## src/rtl/stim_gen.sv

```systemverilog
// Pseudo-random stimulus generator driving a data vector and select bit for a downstream selector.
// Optional feature: define STIM_GEN_X_INJECT_EN to drive x on a_o bits whose nibble is 2 or 3.
module stim_gen #(
    parameter int          N      = 8,
    parameter logic [31:0] S      = 32'd20000,
    parameter int          PERIOD = 2,
    parameter logic [63:0] SEED   = 64'h0123_4567_89AB_CDEF
) (
    input  logic         clk_i,
    input  logic         rst_i,
    input  logic         start_i,
    output logic [N-1:0] a_o,
    output logic         sel_o,
    output logic         valid_o,
    output logic         busy_o,
    output logic         done_o,
    output logic [31:0]  count_o
);

    localparam int          STEPS    = 4 * (N + 1);
    localparam logic [63:0] SEED_EFF = (SEED == 64'h0) ? 64'h1 : SEED;
    localparam logic [7:0]  RELOAD   = 8'(PERIOD - 1);

    localparam logic [1:0] IDLE = 2'd0;
    localparam logic [1:0] RUN  = 2'd1;
    localparam logic [1:0] DONE = 2'd2;

    logic [1:0]   state;
    logic [7:0]   timer;
    logic [63:0]  lfsr;
    logic [63:0]  lfsr_adv;
    logic [N-1:0] a_next;
    logic         sel_next;
    logic [31:0]  count_inc;

    function automatic logic nib_bit(input logic [3:0] nib);
`ifdef STIM_GEN_X_INJECT_EN
        if (nib >= 4'd10)
            return 1'b1;
        else if (nib == 4'd2 || nib == 4'd3)
            return 1'bx;
        else
            return 1'b0;
`else
        return (nib >= 4'd10);
`endif
    endfunction

    // Each vector consumes one fresh nibble per output bit, so the LFSR is unrolled a full nibble set per vector.
    always_comb begin
        lfsr_adv = lfsr;
        for (int k = 0; k < STEPS; k++)
            lfsr_adv = {lfsr_adv[62:0], lfsr_adv[63] ^ lfsr_adv[62] ^ lfsr_adv[60] ^ lfsr_adv[59]};
        a_next = '0;
        for (int i = 0; i < N; i++)
            a_next[i] = nib_bit(lfsr_adv[4*i +: 4]);
        sel_next = (lfsr_adv[4*N +: 4] >= 4'd10);
    end

    assign count_inc = count_o + 32'd1;
    assign busy_o    = (state == RUN);
    assign done_o    = (state == DONE);

    always_ff @(posedge clk_i) begin
        if (rst_i) begin
            state   <= IDLE;
            timer   <= 8'd0;
            lfsr    <= SEED_EFF;
            a_o     <= '0;
            sel_o   <= 1'b0;
            valid_o <= 1'b0;
            count_o <= 32'd0;
        end else begin
            valid_o <= 1'b0;
            case (state)
                IDLE, DONE: begin
                    if (start_i) begin
                        count_o <= 32'd0;
                        timer   <= RELOAD;
                        state   <= (S == 32'd0) ? DONE : RUN;
                    end
                end
                RUN: begin
                    if (timer != 8'd0) begin
                        timer <= timer - 8'd1;
                    end else begin
                        lfsr    <= lfsr_adv;
                        a_o     <= a_next;
                        sel_o   <= sel_next;
                        valid_o <= 1'b1;
                        count_o <= count_inc;
                        timer   <= RELOAD;
                        if (count_inc == S)
                            state <= DONE;
                    end
                end
                default: state <= IDLE;
            endcase
        end
    end

endmodule

```

## config.mk

```make
export PLATFORM = sky130hd
export DESIGN_NAME = stim_gen
export DESIGN_NICKNAME = d
export VERILOG_FILES = /design/src/rtl/stim_gen.sv
export SDC_FILE = /design/constraint.sdc
export NUM_CORES = 1
export LEC_CHECK = 0
export CORE_UTILIZATION = 55
export DETAILED_ROUTE_END_ITERATION = 12
export DONT_BUFFER_PORTS = 1
export GPL_TIMING_DRIVEN = 0
export PLACE_DENSITY = 0.7
export SETUP_SLACK_MARGIN = 0.3
export SLEW_MARGIN = 20
export SYNTH_ARGS = -nofsm -noshare
export SYNTH_HDL_FRONTEND = slang
export SYNTH_SLANG_ARGS = --single-unit
```

## constraint.sdc

```tcl
create_clock -name clk_i -period 3.03 [get_ports clk_i]
set_clock_uncertainty 0.2 [all_clocks]
set_input_delay 0.909 -clock clk_i [delete_from_list [all_inputs] [get_ports clk_i]]
set_output_delay 0.909 -clock clk_i [all_outputs]
set_load 0.005 [all_outputs]
```

# Word-level counts from Yosys, hierarchy flattened

Cells that the tools add are included.

Register bits: 116
Bits in latches: 0
Bits in writable memories: 0
Bits in read-only memories: 0
Input bits: 3
Output and inout bits: 44
Word-level logic and storage cells: 154
Memories kept: 0

$add $sub $neg: 2
$mul: 0
Div/mod/pow operators: 0
Magnitude comparators: 9
Equal/unequal tests: 6
Shifts and indexed selects: 0
Mux-type cells: 11
Bitwise logic cells: 110
Reductions and logical operators: 9

Operator list:

| operator                                                                | number |
|---|---|
| 1-bit bitwise XOR                                                       | 108 |
| 32-bit 2-to-1 mux                                                       | 2 |
| 32-bit case mux with 2 select lines                                     | 1 |
| 4-bit greater-or-equal comparator, second input constant                | 9 |
| 32-bit by 1-bit adder with 32-bit output, second input constant         | 1 |
| 32-bit by 15-bit == test with 1-bit output, second input constant       | 1 |
| 8-bit 2-to-1 mux                                                        | 2 |
| 8-bit case mux with 2 select lines                                      | 1 |
| 8-bit nonzero test                                                      | 1 |
| 8-bit by 1-bit subtractor with 8-bit output, second input constant      | 1 |
| 2-bit 2-to-1 mux                                                        | 3 |
| 3-bit AND reduction                                                     | 2 |
| 2-bit inequality test, second input constant                            | 2 |
| 2-bit case mux with 2 select lines                                      | 1 |
| 2-bit AND reduction                                                     | 2 |
| 2-bit OR reduction                                                      | 2 |
| 2-bit by 1-bit == test with 1-bit output, second input constant         | 1 |
| 2-bit == test, second input constant                                    | 1 |
| 2-bit zero test                                                         | 1 |
| 2-bit by 1-bit inequality test with 1-bit output, second input constant | 1 |
| 1-bit NOT                                                               | 2 |
| 2-bit nonzero test                                                      | 1 |
| 1-bit 2-to-1 mux                                                        | 1 |

# Longest topological paths before layout

Depth in word-level cells: 5
Depth in mapped cells: 10
Depth with buffers taken out: 7

# Least setup slack after synthesis

Ideal clock, no wire load.

Path kind: flip-flop to flip-flop
Start: register count_o[0]
End: register state[0]
Library setup time: 0.139 ns
Arrival time: 2.484 ns
Required time: 2.691 ns
Setup slack: 0.207 ns
Stages on the path, launching flop included: 10
Buffers on the path: 2
Clock period less this slack: 2.823 ns
Path through: dfxtp_1 -> ha_1 -> buf_2 -> nand3_1 -> or4_1 -> clkbuf_1 -> o31ai_1 -> o211ai_1 -> nor4_1 -> a311oi_1

Longest elaborated chain between the ends: 4

Ends and longest elaborated chain:

| element                                                    | RTL line | source |
|---|---|---|
| from (decl)                                                | 17       | `output logic [31:0] count_o` |
| from (signal assigned)                                     | 91       | `count_o <= count_inc;` |
| 32-bit by 1-bit adder with 32-bit output                   | 60       | `assign count_inc = count_o + 32'd1;` |
| 32-bit by 15-bit == test with 1-bit output                 | 93       | `if (count_inc == S)` |
| 2-bit by 1-bit inequality test with 1-bit output (no line) | -        |  |
| 3-bit AND reduction (no line)                              | -        |  |
| to (signal assigned)                                       | 80       | `state <= (S == 32'd0) ? DONE : RUN;` |
| to (decl)                                                  | 28       | `logic [1:0] state;` |

No other way between the ends.
A chain may end at the register's enable or synchronous reset.

# Worst setup path in the final report

Start: register count_o[12]
End: register state[0]

The elaborated chain is that of the path after synthesis.

==> results.py <==
metrics = {
    "sta": {
        "tightest_slew_ns": 0.834,
        "fmaxAchievable_ghz": 0.365,
        "final-hold-violation-count": 0,
        "min_period_ns": 2.74,
        "drv_slew": 0,
        "rsz0062_at_grt": "true",
        "setup_viol": 0,
        "relSlewSlack": 0.444,
        "totalNegativeSetupSlack_ns": 0,
        "period_share": 0.903,
        "setup_ws_ns": 0.293,
    },
    "run": {
        "drv_cap": 0,
    },
    "floorplan": {
        "die_w_um": 107,
        "die_area_mm2": 0.0115,
        "die-height_um": 107,
        "coreArea_mm2": 0.0108,
        "start_util": 0.562,
        "row_count": 38,
        "ios": 47,
    },
    "grt": {
        "busiest_layer": "met2",
        "met3_usage": 0.0738,
        "grt-ovfl-total": 0,
        "grtUsageTotal": 0.332,
        "use_met1": 0.384,
        "grt_pass1_wl_um": 29200,
        "grt_max_degree": 17,
        "grtUsageMet2": 0.574,
        "antenna_found_initial": 0,
        "grt_pass1_vias": 5673,
    },
    "worst_setup_path": {
        "arrival_ns": 2.92,
        "cp_data_required_time_ns": 3.21,
        "path_class": "flip-flop to flip-flop",
        "end_kind": "flip-flop",
        "start_kind": "flip-flop",
        "worstPathMaxFanout": 10,
    },
    "pwr": {
        "p_leak_nw": 2.48,
        "ir_drop_v": 0.000494,
        "pwr_density_cell_mw_per_mm2": 699,
    },
    "clock_tree": {
        "cts.htree.levels": 4,
        "cts_hold_buffers": 0,
        "cts.sinks": 116,
        "clockRootBuffer": "clkbuf_8",
        "clk_latency_ns": 0.54,
        "cts_tree": "done",
        "clk_pin_slew_ns": 0.06,
        "cts_buffers": 17,
        "clock_path_buffers": 2,
    },
    "synthesis": {
        "synthSimpleGateAreaFrac": 0.264,
        "yosysSeqAreaShare": 0.381,
        "yosysUniqueCellTypes": 52,
        "async_reset_ff_frac": 0,
        "synth_nets": 772,
        "syn_area_mm2": 0.00610,
        "synth_compound_area_frac": 0.190,
        "synth-edff-count": 0,
        "synthMuxAreaShare": 0.00164,
        "yosysWarnings": 0,
        "synth_seq_cells": 116,
        "syn_area_per_cell_um2": 7.97,
        "synth_cells": 765,
        "synthAdderAreaFrac": 0.00821,
        "synth_top_family_by_area": "simple AND/OR/NAND/NOR gates",
        "synth_xor_xnor_area_share": 0.116,
        "ys.flop_type": "dfxtp_1",
    },
    "placed_design": {
        "dpl.hpwl_um": 12800,
        "place_ws_ns": -0.504,
        "dpl_cell_area_mm2": 0.00627,
        "routabilityCongestion": 0.943,
        "numPortBuffers": 0,
    },
    "layout": {
        "area_growth_pct": 19.3,
        "final_common_cell": "dfxtp_1",
        "num-nets-final": 807,
        "antenna_cells": 0,
        "fin_util": 0.671,
        "fillerInstances": 924,
        "layout-drive-gt1-share": 0.148,
        "mostFrequentLayoutCells": "dfxtp_1, nor2_1, nand2_1",
        "postLayoutCellArea_mm2": 0.00727,
    },
    "worst_hold_path": {
        "hold_class": "flip-flop to flip-flop",
    },
    "drt": {
        "post-route-drc-count": 0,
        "vias": 6001,
        "viasPerCell": 6.30,
        "wl_per_cell_um": 19.8,
        "ant_nets": 0,
        "routed_wl_um": 18900,
        "drtIter0Drc": 614,
        "dr.pass1.iters": 5,
    },
    "outcome": {
        "status": "completed",
    },
}
==> worst max-delay path, stage by stage, from the launching register on <==
cell and delay (ns):
dfxtp_2 0.46, nand4_1 0.19, or4_4 0.60, buf_8 0.17
o31ai_2 0.25, o211ai_1 0.18, nor4_4 0.38, a311oi_1 0.14
==> logic make-up after synthesis <==
family | Yosys count
and+or+nand+nor | 325
AOI/OAI and AO/OA | 179
DFF | 116
xor gates and xnor gates | 81
buffers and inverters | 59
adders and majority gates | 4
muxes | 1
==> cell type report <==
| type | instances | area (um^2) | area share |
|---|---|---|---|
| flip-flops and latches | 116 | 2350 | 0.324 |
| well taps | 140 | 175 | 0.0241 |
| plain buffers | 53 | 295 | 0.0406 |
| clock buffers | 22 | 463 | 0.0636 |
| inverters | 6 | 22.5 | 0.00310 |
| multi-input cells | 590 | 3690 | 0.507 |
| clock inverters | 10 | 153 | 0.0210 |
| repair buffers | 16 | 126 | 0.0174 |
==> power breakdown <==
part | internal, W | switching, W | total [W]
Sequential | 0.00167 | 0.000153 | 0.00183
Combinational | 0.000468 | 0.000687 | 0.00116
Clock | 0.00139 | 0.000707 | 0.00210
==> path summary, 6_finish.rpt <==
kind | start | endpoint | slack, ns | cells after the start
worst max-delay path | count_o[12] | state[0] | 0.29 | 7
worst min-delay path | lfsr[18] | lfsr[54] | 0.25 | 2
worst max register to register | count_o[12] | state[0] | 0.29 | 7
worst min register to register | lfsr[18] | lfsr[54] | 0.25 | 2
==> metrics by stage <==
step | total power, W | instances | hold slack, ns
6_report | 0.00508 | 953 | 0.254
2_1_floorplan | 0.00267 | 765 | 0.232
5_1_grt | 0.00528 | 953 | 0.268
4_1_cts | 0.00505 | 940 | 0.248
3_5_place_dp | 0.00295 | 905 | 0.244
3_3_place_gp | 0.00292 | 905 | 0.241
==> sequential cells by signal, indices dropped and copies added, names as in the netlist <==
| signal | cells |
|---|---|
| a_o | 8 |
| count_o | 32 |
| lfsr | 64 |
| sel_o | 1 |
| state | 2 |
| timer | 8 |
| valid_o | 1 |
==> repair_timing <==
item,CTS,global route
resized for setup,35,69
pin swaps,5,12
cloned,0,0
setup endpoints to repair,76,70
setup buffers,3,13
==> metal layers <==
layer,share of wire,wire length (um)
met4,0.029,556
met5,0,0
met1,0.40,7510
met2,0.50,9410
met3,0.074,1390
==> synthesized netlist by cell type (2+ instances only) <==
library cell | count | area (um^2)
dfxtp_1 | 116 | 2320
nand2_1 | 94 | 353
nor2_1 | 94 | 353
xnor2_1 | 74 | 648
a21oi_1 | 57 | 285
clkbuf_1 | 45 | 169
o21ai_0 | 36 | 180
a211o_1 | 24 | 210
nor3_1 | 24 | 120
a211oi_1 | 21 | 158
nand3_1 | 16 | 80.1
nand3b_1 | 16 | 120
a311oi_1 | 13 | 114
or4_1 | 13 | 97.6
nand4_1 | 11 | 68.8
nor4_1 | 11 | 68.8
o211ai_1 | 9 | 67.6
or2_2 | 7 | 43.8
xor2_1 | 7 | 61.3
a31oi_1 | 6 | 37.5
inv_1 | 6 | 22.5
or3_1 | 6 | 37.5
and3_1 | 5 | 31.3
buf_2 | 5 | 25.0
nor2b_1 | 5 | 31.3
and4_1 | 4 | 35.0
ha_1 | 4 | 50.1
nor3b_1 | 4 | 30.0
o31ai_1 | 3 | 22.5
a21o_1 | 2 | 15.0
and2_1 | 2 | 12.5
nand2b_1 | 2 | 12.5
nand4b_1 | 2 | 17.5
nor4_2 | 2 | 25.0
or4_4 | 2 | 22.5
No activity file was read; power rests on OpenSTA's default activity.
